## config.mk

```make
export PLATFORM = sky130hd
export DESIGN_NAME = hazard_forward_unit
export DESIGN_NICKNAME = d
export VERILOG_FILES = /design/src/rtl/hazard_forward_unit.sv
export SDC_FILE = /design/constraint.sdc
export NUM_CORES = 1
export LEC_CHECK = 0
export ABC_AREA = 1
export BUFFER_PORTS_ARGS = -buffer_cell sky130_fd_sc_hd__buf_2
export CAP_MARGIN = 20
export CORE_ASPECT_RATIO = 0.5
export CORE_MARGIN = 2
export CORE_UTILIZATION = 40
export CTS_BUF_LIST = sky130_fd_sc_hd__clkbuf_4 sky130_fd_sc_hd__clkbuf_8
export DETAILED_ROUTE_END_ITERATION = 8
export PLACE_DENSITY = 0.72
export SYNTH_ARGS = -nofsm -noshare
export SYNTH_HDL_FRONTEND = slang
export SYNTH_SLANG_ARGS = --single-unit
```

## constraint.sdc

```tcl
create_clock -name clk -period 3.9 [get_ports clk]
set_clock_uncertainty 0.05 [all_clocks]
set_input_delay 0 -clock clk [delete_from_list [all_inputs] [get_ports clk]]
set_output_delay 0 -clock clk [all_outputs]
set_load 0.01 [all_outputs]
```

## src/rtl/hazard_forward_unit.sv

```systemverilog
// Operand forwarding and load-use interlock for an in-order pipeline.
// Ports: issue_* / rs*_sel / rf_src* in; stage_data in; src*_out, fwd*_hit, stall, counters out.
module hazard_forward_unit #(
  parameter int XLEN  = 32,
  parameter int NREG  = 32,
  parameter int DEPTH = 3,
  parameter int CNTW  = 16,
  localparam int AW   = $clog2(NREG)
) (
  input  logic                  clk,
  input  logic                  reset,
  input  logic                  issue_valid,
  input  logic [AW-1:0]         issue_rd,
  input  logic                  issue_regwrt,
  input  logic                  issue_late,
  input  logic [AW-1:0]         rs1_sel,
  input  logic [AW-1:0]         rs2_sel,
  input  logic [XLEN-1:0]       rf_src1,
  input  logic [XLEN-1:0]       rf_src2,
  input  logic [DEPTH*XLEN-1:0] stage_data,
  input  logic                  flush,
  output logic [XLEN-1:0]       src1_out,
  output logic [XLEN-1:0]       src2_out,
  output logic                  fwd1_hit,
  output logic                  fwd2_hit,
  output logic                  stall,
  output logic [CNTW-1:0]       stall_cnt,
  output logic [CNTW-1:0]       fwd_cnt
);

  localparam int LATE_STAGE = 1;

  logic [DEPTH-1:0]         v_q, v_d;
  logic [DEPTH-1:0]         wr_q, wr_d;
  logic [DEPTH-1:0]         late_q, late_d;
  logic [DEPTH-1:0][AW-1:0] rd_q, rd_d;
  logic [CNTW-1:0]          stall_cnt_q, stall_cnt_d;
  logic [CNTW-1:0]          fwd_cnt_q, fwd_cnt_d;

  logic [DEPTH-1:0] prod;
  logic             m1, m2, l1, l2;
  logic [XLEN-1:0]  d1, d2;
  logic             issue_go;
  logic [1:0]       fwd_inc;
  logic [CNTW:0]    fwd_sum;

  // Lookup: scan oldest to youngest so the youngest match wins,
  // whether or not it is ready. Reset masks the pipe as empty.
  always_comb begin
    m1 = 1'b0;
    m2 = 1'b0;
    l1 = 1'b0;
    l2 = 1'b0;
    d1 = rf_src1;
    d2 = rf_src2;
    for (int k = 0; k < DEPTH; k++) begin
      prod[k] = v_q[k] && wr_q[k] && (rd_q[k] != '0) && !reset;
    end
    for (int k = DEPTH - 1; k >= 0; k--) begin
      if (prod[k] && rd_q[k] == rs1_sel) begin
        m1 = 1'b1;
        l1 = late_q[k] && (k < LATE_STAGE);
        d1 = stage_data[k*XLEN +: XLEN];
      end
      if (prod[k] && rd_q[k] == rs2_sel) begin
        m2 = 1'b1;
        l2 = late_q[k] && (k < LATE_STAGE);
        d2 = stage_data[k*XLEN +: XLEN];
      end
    end
  end

  always_comb begin
    fwd1_hit = m1 && !l1;
    fwd2_hit = m2 && !l2;
    src1_out = fwd1_hit ? d1 : rf_src1;
    src2_out = fwd2_hit ? d2 : rf_src2;
    stall    = issue_valid && !flush && ((m1 && l1) || (m2 && l2));
    issue_go = issue_valid && !stall && !flush;
  end

  // Pipe shift: never stalls; a held issue becomes a bubble.
  always_comb begin
    v_d[0]    = issue_go;
    rd_d[0]   = issue_rd;
    wr_d[0]   = issue_regwrt;
    late_d[0] = issue_late;
    for (int k = 1; k < DEPTH; k++) begin
      v_d[k]    = v_q[k-1];
      rd_d[k]   = rd_q[k-1];
      wr_d[k]   = wr_q[k-1];
      late_d[k] = late_q[k-1];
    end
  end

  // Saturating counters.
  always_comb begin
    stall_cnt_d = stall_cnt_q;
    if (stall && stall_cnt_q != {CNTW{1'b1}}) begin
      stall_cnt_d = stall_cnt_q + 1'b1;
    end
    fwd_inc   = {1'b0, fwd1_hit} + {1'b0, fwd2_hit};
    fwd_sum   = {1'b0, fwd_cnt_q} + (CNTW+1)'(fwd_inc);
    fwd_cnt_d = fwd_cnt_q;
    if (issue_go) begin
      fwd_cnt_d = fwd_sum[CNTW] ? {CNTW{1'b1}} : fwd_sum[CNTW-1:0];
    end
  end

  always_ff @(posedge clk) begin
    if (reset) begin
      v_q         <= '0;
      rd_q        <= '0;
      wr_q        <= '0;
      late_q      <= '0;
      stall_cnt_q <= '0;
      fwd_cnt_q   <= '0;
    end else begin
      v_q         <= v_d;
      rd_q        <= rd_d;
      wr_q        <= wr_d;
      late_q      <= late_d;
      stall_cnt_q <= stall_cnt_d;
      fwd_cnt_q   <= fwd_cnt_d;
    end
  end

  assign stall_cnt = stall_cnt_q;
  assign fwd_cnt   = fwd_cnt_q;

endmodule

```

==> results_dict.tcl, run 1 <==
set metrics [dict create \
    status "complete, no violations" \
    synth_ff_type "dfxtp_1" \
    setup_violations 0 \
    syn_avg_cell_area_um2 5.730 \
    worst_slew_pin_slew_ps 783.8 \
    max_slew_margin 0.4767 \
    fp-row-count 29 \
    crit_buf_inv 3 \
    cts_tree "yes" \
    hpwl_mm 15.42 \
    required_ps 3850 \
    ios 280 \
    ff2ff_setup_slack_ps 960 \
    design_area_um2 7018 \
    fin_ws_ps 823.2 \
    criticalPathCategory "reg -> out" \
    insertion_delay_ps 300 \
    max-vdd-ir-drop_v 0.0001399 \
    drt_wl_total_mm 20.72 \
    root_buffer "clkbuf_8" \
    drc_errors 0 \
    slew_violations 0 \
    yosysWarnings 0 \
    wire_per_inst_um 15.15 \
    clk_path_buf_depth 2 \
    die_y_um 86.01 \
    worst-path-max-fanout 33 \
    htreeDepth 2 \
    fillers 1333 \
    final_common_cell "buf_2" \
    grt_pass1_wl_mm 32.43 \
    antenna_found_initial 0 \
    synth-seq-cells 54 \
    cts.clk_slew.worst_paths_ps 100 \
    crit_top_cell "buf_4" \
    fin_nets 1380 \
    via_per_inst 5.338 \
    timing.fmax_mhz 325.0 \
    synth_nets 1123 \
    seq_area_frac_synth 0.2009 \
    cts_setup_buffers 0 \
    path_cells "xor2_1 > nor4_1 > nand2_1 > buf_4 > nand3_1 > buf_4 > o21ai_0 > o21ai_1 > buf_2" \
    cts_buffers 5 \
    async_flop_share 0 \
    syn_inst 939 \
    num_vias 7302 \
    drive_gt1_frac 0.2757 \
    worstReg2RegStart "rd_d[8]" \
    grt_max_degree 55 \
    period_share 0.7889 \
    rsz0062_at_grt "false" \
    slowest_stage "nand3_1" \
    post-place-ws_ps 931.9 \
    worstRegToRegCells 20 \
    die_area_um2 14450 \
    r2r-end "fwd_cnt[7]" \
    end_kind "primary output" \
    netlist_area_um2 5380 \
    drt_first_iter_violations 663 \
    setup-tns-final_ps 0 \
    critical-path-top-delay-family "simple AND/OR/NAND/NOR gates" \
    dpl_cell_area_um2 6847 \
    worst_path_largest_cell_delay_ps 550 \
    grt.overflow.total 0 \
    die_w_um 168.0 \
    whs_path_depth 2 \
    grt_use_total 0.2699 \
    grt_pass1_vias 6681 \
    hold_path_end "fwd_cnt[7]" \
    period_needed_ps 3077 \
    portBuffers 279 \
    synth_edf_count 0 \
    globalplace.congestion 0.9250 \
    holdCritPathClass "in -> reg" \
    crit_arrival_ps 3030 \
    layout.cells.non_filler 1368 \
    start_kind "flop" \
    layout_common_cells "279 x buf_2, 225 x nand2_1, 127 x inv_1, 112 x o21ai_0, 93 x nor2_1" \
    final_hold_viol_count 0 \
    p_per_area_nw_per_um2 174.3 \
    clock-sinks 54 \
    core-area_um2 12880 \
    ys_types 44 \
    dp.cells 1352 \
    maxCapViolCount 0 \
    ant_nets 0 \
    start_util 0.4177 \
    area_growth_pct 30.44 \
    power_leakage_nw 3.700 \
    first_pass_iters 6 \
    hp-start "reset" \
]
==> synthesized netlist by cell type (2+ instances only) <==
cell type	count	area share
nand2_1	225	0.16
inv_1	127	0.089
o21ai_0	112	0.10
nor2_1	93	0.065
dfxtp_1	54	0.20
a211oi_1	42	0.059
nand3_1	36	0.033
o21ai_1	32	0.030
a21oi_1	31	0.029
clkbuf_1	28	0.020
xor2_1	24	0.039
o22ai_1	21	0.024
nor3_1	14	0.013
buf_2	11	0.010
nand4_1	11	0.013
xnor2_1	10	0.016
inv_2	8	0.0056
o211ai_1	8	0.011
nand3_2	7	0.013
buf_4	6	0.0084
a31oi_1	4	0.0047
nand2_2	4	0.0047
ha_1	3	0.0070
nand3b_1	3	0.0042
nor3_2	3	0.0056
nor4_1	3	0.0035
buf_6	2	0.0042
==> metal layers <==
| layer | part of all wire | up-vias | wire length (µm) | track usage |
|---|---|---|---|---|
| met2 | 0.47 | 325 | 9749 | 0.4711 |
| li1 | - | 3597 | - | - |
| met3 | 0.065 | 38 | 1338 | 0.02630 |
| met4 | 0.020 | 0 | 409 | 0.07194 |
| met5 | 0 | - | 0 | 0 |
| met1 | 0.45 | 3342 | 9225 | 0.3599 |
==> flip-flops by register name (all words and copies together) (netlist names) <==
name,count
fwd_cnt,16
stall_cnt,16
rd_d,10
rd_q,5
v_q,3
wr_q,3
late_q,1
==> kinds of logic after synthesis <==
| group | after synthesis | synth area share |
|---|---|---|
| xor gates and xnor gates | 34 | 0.05535 |
| and+or+nand+nor | 408 | 0.3270 |
| AOI/OAI and AO/OA | 255 | 0.2707 |
| DFF | 54 | 0.2009 |
| adders and majority gates | 3 | 0.006977 |
| buffers and inverters | 185 | 0.1391 |
==> where the power goes <==
group | total [mW] | internal (mW) | switching, mW
clock | 0.338 | 0.154 | 0.184
combinational | 0.314 | 0.151 | 0.163
sequential | 0.571 | 0.561 | 0.0101
total | 1.22 | 0.866 | 0.357
==> how the worst max path moves through the flow <==
stage	from	end	slack (ps)	cells after the start
2_1_floorplan	rd_q[13]	fwd_cnt[7]	1140	18
3_3_place_gp	reset	fwd_cnt[7]	1050	22
3_5_place_dp	reset	fwd_cnt[7]	930	23
4_1_cts	rd_d[13]	src2_out[9]	950	9
5_1_grt	rd_d[5]	src2_out[1]	660	11
6_report	rd_d[13]	src2_out[9]	820	9
==> cell type report <==
cell class	count	area, µm²	share of cell area
Clock inverter	1	8.758	0.001248
Tap cell	170	212.7	0.03031
Antenna cell	1	2.502	0.0003566
Multi-Input combinational cell	700	3551	0.5060
Clock buffer	7	90.09	0.01284
Sequential cell	54	1081	0.1540
Inverter	137	515.5	0.07345
Timing Repair Buffer	298	1556	0.2218
==> per-stage QoR <==
step | hold WS [ps] | total power [mW] | util
2_1_floorplan | 56.97 | 0.7197 | -
3_3_place_gp | 162.9 | 0.8831 | 0.5315
3_5_place_dp | 167.0 | 0.8879 | 0.5315
4_1_cts | 28.43 | 1.224 | 0.5446
5_1_grt | 55.89 | 1.286 | 0.5446
6_report | 29.05 | 1.223 | 0.5448
==> repair_timing <==
| item | in CTS | in global routing |
|---|---|---|
| hold buffers | 7 | 0 |
| endpoints found under the hold margin | 7 | 0 |
| gates resized for setup | 0 | 0 |
| endpoints found under the setup margin | 0 | 0 |
Note: power is estimated with default switching activity, not from simulation.
==> run 2, diff against run 1 <==
ABC_AREA = 0   (was 1)
PLACE_DENSITY = 0.77   (was 0.72)
clock period = 2.5 ns   (was 3.9 ns; I/O delays follow)
==> run 2 against run 1 <==
Net effect: the run now ends with negative setup slack left; synthesized cell count fell by 29%; combinational power grew 90%; critical path type is now reg -> reg; sequential share of layout area down 2.0 points; final cell count decreased by 14%; critical path depth rose by 4; area after synthesis shrank 11%; first-iteration DRC count decreased by 22%; largest power group unchanged; utilization up 16 points; final area rose by 17%; flip-flop and latch count stayed put; via count decreased by 4.3%.
==> results_dict.tcl, run 2 <==
set metrics [dict create \
    period_share 1.202 \
    core-area_um2 11740 \
    async_flop_share 0 \
    drt_wl_total_mm 23.76 \
    syn_inst 663 \
    grt_max_degree 66 \
    start_util 0.4083 \
    max_slew_margin 0.6803 \
    slew_violations 0 \
    via_per_inst 5.909 \
    grt.overflow.total 0 \
    portBuffers 279 \
    synthTopCellsByArea "dfxtp_1 23%, a21oi_1 7.5%, mux2i_1 6.9%, nand2_1 6.6%, o21ai_0 6.4%" \
    layout_common_cells "277 x buf_2, 81 x nand2_1, 73 x buf_4, 61 x a21oi_1, 55 x nor2_1" \
    cp-startpoint "rd_d[11]" \
    synth_most_common_cell "nand2_1" \
    clk_path_buf_depth 2 \
    syn_avg_cell_area_um2 7.228 \
    insertion_delay_ps 320 \
    setup-tns-final_ps -22370 \
    cts.clk_slew.worst_paths_ps 100 \
    htreeDepth 2 \
    seq_area_frac_synth 0.2256 \
    p_per_area_nw_per_um2 241.6 \
    power_leakage_nw 4.126 \
    num_vias 6990 \
    cts_tree "yes" \
    fin_ws_ps -505.3 \
    synth-seq-cells 54 \
    final_common_cell "buf_2" \
    worst_slew_pin_slew_ps 475.8 \
    ios 280 \
    antenna_found_initial 0 \
    first_pass_iters 9 \
    timing.fmax_mhz 332.7 \
    ant_nets 0 \
    die_w_um 158.8 \
    final_hold_viol_count 0 \
    rsz0062_at_grt "true" \
    netlist_area_um2 4792 \
    synth_nets 847 \
    setup_violations 89 \
    post-route-util 0.7006 \
    drt_first_iter_violations 520 \
    hp-start "flush" \
    die_y_um 81.40 \
    root_buffer "clkbuf_8" \
    clock-sinks 54 \
    synthTopCellsByCount "84 x nand2_1, 72 x a21oi_1, 61 x o21ai_0" \
    grt_pass1_vias 6202 \
    drive_gt1_frac 0.5270 \
    ys_types 50 \
    globalplace.congestion 0.9376 \
    fp-row-count 28 \
    yosysWarnings 0 \
    cts_buffers 5 \
    wire_per_inst_um 20.08 \
    worstReg2RegStart "rd_d[11]" \
    holdCritPathClass "in -> reg" \
    period_needed_ps 3005 \
    area_growth_pct 71.59 \
    max-vdd-ir-drop_v 0.0002580 \
    worst-path-max-fanout 4 \
    end_kind "flop" \
    criticalPathCategory "reg -> reg" \
    grt_pass1_wl_mm 31.96 \
    synth_edf_count 0 \
    violations "negative setup slack" \
    hpwl_mm 14.52 \
    maxCapViolCount 0 \
    p_total_mw 1.986 \
    die_area_um2 12920 \
    synth_top_area_share 0.2256 \
    start_kind "flop" \
    grt_use_total 0.3055 \
    drc_errors 0 \
    layout.cells.non_filler 1183 \
    status "finished, violations left" \
    synth_ff_type "dfxtp_1" \
    synth_top_cell_by_area "dfxtp_1" \
    fin_hold_ws_ps 84.21 \
    dp.cells 1128 \
    crit_arrival_ps 3190 \
    required_ps 2680 \
    fin_nets 1201 \
]
## run 2: area by class of cell
| class | count | area (µm²) |
|---|---|---|
| clock inverters | 1 | 7.507 |
| flip-flops and latches | 54 | 1105 |
| clock buffers | 6 | 76.32 |
| inverters | 8 | 37.54 |
| well taps | 165 | 206.4 |
| repair buffers | 397 | 2760 |
| multi-input cells | 551 | 4028 |
| fillers | 920 | 3513 |
| diodes | 1 | 2.502 |
## run 2: through the flow
| stage | setup WS [ps] | area (µm²) |
|---|---|---|
| finish | -505.3 | 8223 |
| global route | -565.5 | 8220 |
| CTS | -398.8 | 7547 |
| detailed placement | -680.2 | 6830 |
| global placement | -597.4 | 6830 |
| floorplan | -807.0 | 4861 |
## run 2: cell families after synthesis
logic type	count (synthesis)	share of synthesized area
buf+inv	58	0.04882
xor+xnor	48	0.08773
fa+ha+maj	3	0.007834
compound gates	229	0.3212
simple gates	238	0.2399
mux	33	0.06893
flops	54	0.2256
## run 2: routing by layer
layer | global-route usage | part of all wire
met1 | 0.3872 | 0.39
met2 | 0.5367 | 0.48
met3 | 0.04494 | 0.091
met4 | 0.1165 | 0.038
met5 | 0 | 0
## run 2: repair_timing
| action | 4_1_cts | 5_1_grt |
|---|---|---|
| pin swaps | 19 | 20 |
| hold endpoints to repair | 7 | 0 |
| setup endpoints to repair | 84 | 98 |
| hold buffers | 7 | 0 |
| gates resized for setup | 87 | 125 |
| buffers inserted | 16 | 11 |
| gates cloned | 8 | 7 |
## run 2: worst paths after layout
| path | end | slack [ps] | cells after the start |
|---|---|---|---|
| worst max-delay path | fwd_cnt[11] | -510 | 13 |
| worst min-delay path | v_q[0] | 80 | 4 |
| worst max register to register | fwd_cnt[11] | -510 | 13 |
| worst min register to register | v_q[2] | 440 | 1 |
## run 2: critical path, cell delays in order (launching register included)
cell      delay (ps)
dfxtp_2          360
or4_4            550
o21ai_2          200
or4_4            170
a31o_4           150
inv_2             50
xnor2_2          180
ha_4             160
or2_4            110
ha_4             140
nand2_4           50
or3_4            360
nor2b_4          160
a311oi_1         220
## run 2: where the power goes
part           switching [mW]  leakage [nW]  internal (mW)
registers              0.0152         0.444          0.873
logic                   0.295          3.64          0.303
clock network           0.296        0.0407          0.204
total                   0.606          4.13           1.38
